==> src/rtl/start_rdy_timer.sv <==
// One-shot START/RDY delay timer: latches DELAY on START, counts it down on a
// PRESCALE-cycle tick and answers with a one-cycle RDY. Optional TIMER_RETRIG_EN.
module start_rdy_timer #(
    parameter int WIDTH    = 16,
    parameter int PRESCALE = 4
) (
    input  logic             clk,
    input  logic             reset,
    input  logic             START,
    input  logic [WIDTH-1:0] DELAY,
    input  logic             ERR_CLR,
    output logic             RDY,
    output logic             BUSY,
    output logic [WIDTH-1:0] COUNT,
    output logic             ERR
);

    localparam int PRE_W = (PRESCALE > 1) ? $clog2(PRESCALE) : 1;
    localparam logic [PRE_W-1:0] PRE_LAST = PRE_W'(PRESCALE - 1);

`ifdef TIMER_RETRIG_EN
    localparam bit RETRIG_EN = 1'b1;
`else
    localparam bit RETRIG_EN = 1'b0;
`endif

    typedef enum logic [1:0] {
        IDLE,
        RUN,
        DONE
    } state_e;

    state_e           state_q;
    logic [WIDTH-1:0] count_q;
    logic [PRE_W-1:0] pre_q;
    logic             err_q;

    logic tick;
    logic err_set;

    assign tick    = (pre_q == PRE_LAST);
    // A START that lands in RUN is a protocol error only when it cannot re-trigger.
    assign err_set = START && (state_q == RUN) && !RETRIG_EN;

    // NOTE: state registers use non-blocking assignments so every branch sees
    // the pre-edge values and the block models true flip-flops.
    always_ff @(posedge clk or negedge reset) begin
        if (!reset) begin
            state_q <= IDLE;
            count_q <= '0;
            pre_q   <= '0;
            err_q   <= 1'b0;
        end else begin
            if (err_set) begin
                err_q <= 1'b1;
            end else if (ERR_CLR) begin
                err_q <= 1'b0;
            end

            case (state_q)
                IDLE, DONE: begin
                    if (START) begin
                        count_q <= DELAY;
                        pre_q   <= '0;
                        state_q <= (DELAY == '0) ? DONE : RUN;
                    end else begin
                        state_q <= IDLE;
                    end
                end
                RUN: begin
                    if (START && RETRIG_EN) begin
                        count_q <= DELAY;
                        pre_q   <= '0;
                        state_q <= (DELAY == '0) ? DONE : RUN;
                    end else if (tick) begin
                        pre_q <= '0;
                        if (count_q != '0) begin
                            count_q <= count_q - WIDTH'(1);
                        end
                        if (count_q <= WIDTH'(1)) begin
                            state_q <= DONE;
                        end
                    end else begin
                        pre_q <= pre_q + PRE_W'(1);
                    end
                end
                default: state_q <= IDLE;
            endcase
        end
    end

    // Moore outputs decoded straight from registers; no path from START.
    assign RDY   = (state_q == DONE);
    assign BUSY  = (state_q != IDLE);
    assign COUNT = count_q;
    assign ERR   = err_q;

endmodule

==> config.mk <==
export PLATFORM = sky130hd
export DESIGN_NAME = start_rdy_timer
export DESIGN_NICKNAME = d
export VERILOG_FILES = /design/src/rtl/start_rdy_timer.sv
export SDC_FILE = /design/constraint.sdc
export NUM_CORES = 1
export LEC_CHECK = 0
export CAP_MARGIN = 0
export CORE_MARGIN = 10
export CORE_UTILIZATION = 30
export CTS_CLUSTER_DIAMETER = 60
export DETAILED_ROUTE_END_ITERATION = 10
export PLACE_DENSITY = 0.63
export SYNTH_ARGS = -nofsm -noshare
export SYNTH_HDL_FRONTEND = slang
export SYNTH_SLANG_ARGS = --single-unit
==> constraint.sdc <==
create_clock -name clk -period 2.91 [get_ports clk]
set_input_delay 0.7275 -clock clk [delete_from_list [all_inputs] [get_ports clk]]
set_output_delay 0.7275 -clock clk [all_outputs]
set_load 0.02 [all_outputs]
* After elaboration in Yosys (flattened, before gate mapping)
Cells that the tools add are included.
** Operators by class
- Add/sub/neg operators :: 2
- Mux-type cells :: 14
- Reductions and logical operators :: 11
- Order comparisons :: 1
- Eq/ne operators :: 7
** Operators with widths (number)
- $mux W16 :: 3
- $pmux W16 S2 :: 1
- $le A16 B1 Y1 const B :: 1
- $logic_not A16 Y1 :: 1
- $reduce_bool A16 Y1 :: 1
- $sub A16 B1 Y16 const B :: 1
- $mux W2 :: 6
- $pmux W2 S2 :: 2
- $reduce_bool A2 Y1 :: 3
- $eq A2 B2 Y1 const B :: 2
- $ne A2 B1 Y1 const B :: 2
- $ne A2 B2 Y1 const B :: 2
- $reduce_and A2 Y1 :: 2
- $reduce_and A4 Y1 :: 1
- $add A2 B1 Y2 const B :: 1
- $eq A2 B1 Y1 const B :: 1
- $logic_not A2 Y1 :: 1
- $mux W1 :: 2
- $reduce_or A2 Y1 :: 1
- $logic_and A1 B1 Y1 :: 1
** Storage, ports and cells
- Input bits :: 20
- Output and inout bits :: 19
- Flip-flop bits (word level) :: 21
- Logic and storage cells :: 39

* Longest topological paths before layout
- Depth after elaboration :: 4
- Gate-level depth with buffers :: 7
- Mapped depth without buffers :: 7

* Worst setup path after synthesis
Ideal clock, no wire load.
- Path kind :: reg2reg
- Start :: reg count_q[2], in the netlist COUNT[2]
- End :: reg count_q[9], in the netlist COUNT[9]
- Required time :: 2.789 ns
- Setup slack :: 0.901 ns
- Library setup time :: 0.121 ns
- Path buffers :: 1
- Period minus slack after synthesis :: 2.009 ns
- Data arrival time :: 1.887 ns
- Cell stages (with the launch flop) :: 7
- Cells stage by stage :: dfrtp_1 or4_1 buf_2 or3_4 nor2_2 a31oi_1 o22a_1
** Between the ends
- Cells in the longest elaborated chain, start to end :: 4
- Elaborated cells on any way between the ends :: 7
- Classes of those cells :: add/sub: 1; eq/ne: 1; mux: 3; reduce/logical: 2
** Ends and longest elaborated chain
- start, declared :: line 34 : logic [WIDTH-1:0] count_q;
- start signal, assigned :: line 78 : count_q <= count_q - WIDTH'(1);
- $sub A16 B1 Y16 :: line 78
- $mux W16 :: line 77 : if (count_q != '0) begin
- $mux W16 :: line 75 : end else if (tick) begin
- $pmux W16 S2 :: line 60 : case (state_q)
Parallel ways exist; a longest one is shown, timed or not. The select of a mux whose other input is x is not followed.
A chain may end at the register's enable or synchronous reset.

* Final worst setup path
- Start :: in START
- End :: reg count_q[7], in the netlist COUNT[7]
** Between the ends
- Cells in the longest elaborated chain, start to end :: 2
** Ends and longest elaborated chain
- start, declared :: line 9 : input logic START,
- $ne A2 B2 Y1 (no source line)
- $reduce_and A4 Y1 (no source line)
Every way passes these cells.

==> reports/metrics.yaml <==
place_congestion: 0.817
grt_max_degree: 38
grt_pass1_vias: 1346
numClockSinks: 21
power.leakage_nw: 0.698
synth_common_cells: "dfrtp_1, o21ai_0, nor2_1, a21oi_1, nand2_1"
antennaDiodeCount: 0
cts_root_buffer: "clkbuf_8"
ys_seq_elements: 21
drt_iter0_drc: 46
core_um2: 4350
fin_worst_skew_ns: 0.00299
r2r_cells: 5
clk_pin_slew_ns: 0.08
crit_slowest_cell: "clkdlybuf4s50_1"
antenna_found_initial: 0
synthToLayoutAreaGrowth_pct: 37.3
min_to: "pre_q[1]"
startpoint_type: "primary input"
fin_util_pct: 42.4
rsz0062_at_grt: "false"
async_flop_share_pct: 100
crit_chain: "clkdlybuf4s50_1 > nand2b_1 > a21boi_0 > a31o_2 > o21ba_2 > o22a_1"
clk_path_buf_depth: 2
synth_warnings: 0
hpwl_um: 3000
grt_pass1_wl_um: 6690
final.period_utilization_pct: 79.2
cts_resized: 0
vias: 1386
netlist_area_um2: 1350
grtUsageMet2_pct: 16.7
vdd_drop_max_mv: 0.505
tns_ns: 0
cts_inserted_buffers: 3
met3_usage_pct: 3.18
ant_nets: 0
synth_edf_count: 0
max-slew-margin-rel_pct: 62.7
synth_cell_types: 39
drive_above_1_share_pct: 8.46
status: "complete, no violations"
drv_slew: 0
dieWidth_um: 87.0
cts_tree: "built"
drv_cap: 0
finalNetCount: 226
avgSynthCellArea_um2: 8.35
post-route-min-period_ns: 2.30
min_from: "pre_q[1]"
wl_um: 3980
synth_fp_nets: 185
ys_seq_area_share_pct: 39.1
worst-setup-path-type: "in2reg"
postCtsHoldBufs: 0
fmax_mhz: 434
drc: 0
post_cts_buffers: 0
grt_use_met1_pct: 13.6
die_h_um: 87.0
required_ns: 3.07
overflow: 0
r2r_start: "COUNT[8]"
yosys-top-cells-area: "dfrtp_1, o21ai_0, a21oi_1"
cpPeakStageDelay_ns: 0.48
report.final.hold_viol_count: 0
synth_cells: 161
r2r_end: "COUNT[7]"
globalRouteTotalUtil_pct: 10.7
synth-main-ff-cell: "dfrtp_1"
grt.busiest_layer: "met2"
timing.critical_path.fanout_max: 23
clk_latency_ns: 0.26
via_per_inst: 5.48
port_buffers: 38
powerDensity_nw_per_um2: 979
tightest_slew_ns: 0.554
first_pass_iters: 4
synth.top_cell.area_share_pct: 39.1
crit_arrival_ns: 2.46
core.rowCount: 24
synth_largest_area_cell: "dfrtp_1"
whs_path_depth: 2
io_pins: 39
endpoint_kind: "register"
dieArea_um2: 7560
min_path_type: "reg2reg"
drt-wirelength-per-cell_um: 15.7
setup_viol: 0
reg2reg_slack_ns: 0.71
htreeDepth: 1
start_util_pct: 30.9
[cells in the final DEF, fill, tap and decap left out, drive strengths merged, types with 3 or more instances in the layout]
master         instances
dfrtp                 21
ha                     4
nand2                 13
nor4                  10
o21ai                 21
clkbuf                 4
o22a                   3
buf                    6
or3                    3
o22ai                  3
nor2                  18
a21oi                 15
nand2b                 3
clkdlybuf4s50         38
inv                    4
nor3                   7
a31oi                  3
[area by class of cell]
cell class	count	area (um^2)
inverter	4	15.0
clock buffer	4	45.0
multi-input combinational	128	771
fill	448	2510
tap	52	65.1
sequential	21	526
timing repair buffer	44	425
[metrics by stage]
step / instance area (um^2) / power (mW) / hold WS [ns] / worst slack [ns] / cells
after global routing: 1850 / 1.98 / 0.565 / 0.410 / 253
after detailed placement: 1800 / 1.62 / 0.502 / 0.334 / 249
after CTS: 1850 / 1.83 / 0.523 / 0.614 / 253
after global placement: 1800 / 1.61 / 0.493 / 0.393 / 249
after floorplan: 1350 / 1.18 / 0.432 / 0.901 / 161
final: 1850 / 1.81 / 0.513 / 0.606 / 253
[report_power, final]
group	switching, mW	internal, mW
registers	0.178	0.419
logic	0.549	0.462
clock network	0.100	0.0978
[registers in the layout (all words and copies together), names as in the netlist]
| name | cells |
|---|---|
| ERR | 1 |
| pre_q | 2 |
| COUNT | 16 |
| state_q | 2 |
[worst max-delay path by stage]
stage	from	endpoint	slack, ns	cells past startpoint
2_1_floorplan	COUNT[2]	COUNT[9]	0.90	6
3_3_place_gp	START	COUNT[9]	0.39	6
3_5_place_dp	START	COUNT[7]	0.33	6
4_1_cts	START	COUNT[7]	0.61	6
5_1_grt	COUNT[8]	COUNT[9]	0.41	5
6_report	START	COUNT[7]	0.61	6
[logic make-up after synthesis]
group | count (synthesis) | share of synthesized area (%)
simple gates | 66 | 26.9
buf+inv | 12 | 3.63
flops | 21 | 39.1
mux | 1 | 0.744
compound gates | 57 | 26.0
fa+ha+maj | 4 | 3.72
[critical path, delay by kind of cell]
| kind | cells | cell delay (ns) |
|---|---|---|
| buf+inv | 1 | 0.48 |
| compound gates | 4 | 1.05 |
| simple gates | 1 | 0.19 |
[per-layer routing]
layer | routed length, um | up-vias
met5 | 0 | -
met4 | 66 | 0
met3 | 255 | 8
met2 | 1890 | 37
met1 | 1760 | 663
li1 | - | 678
Note: power is estimated with default switching activity, not from simulation.
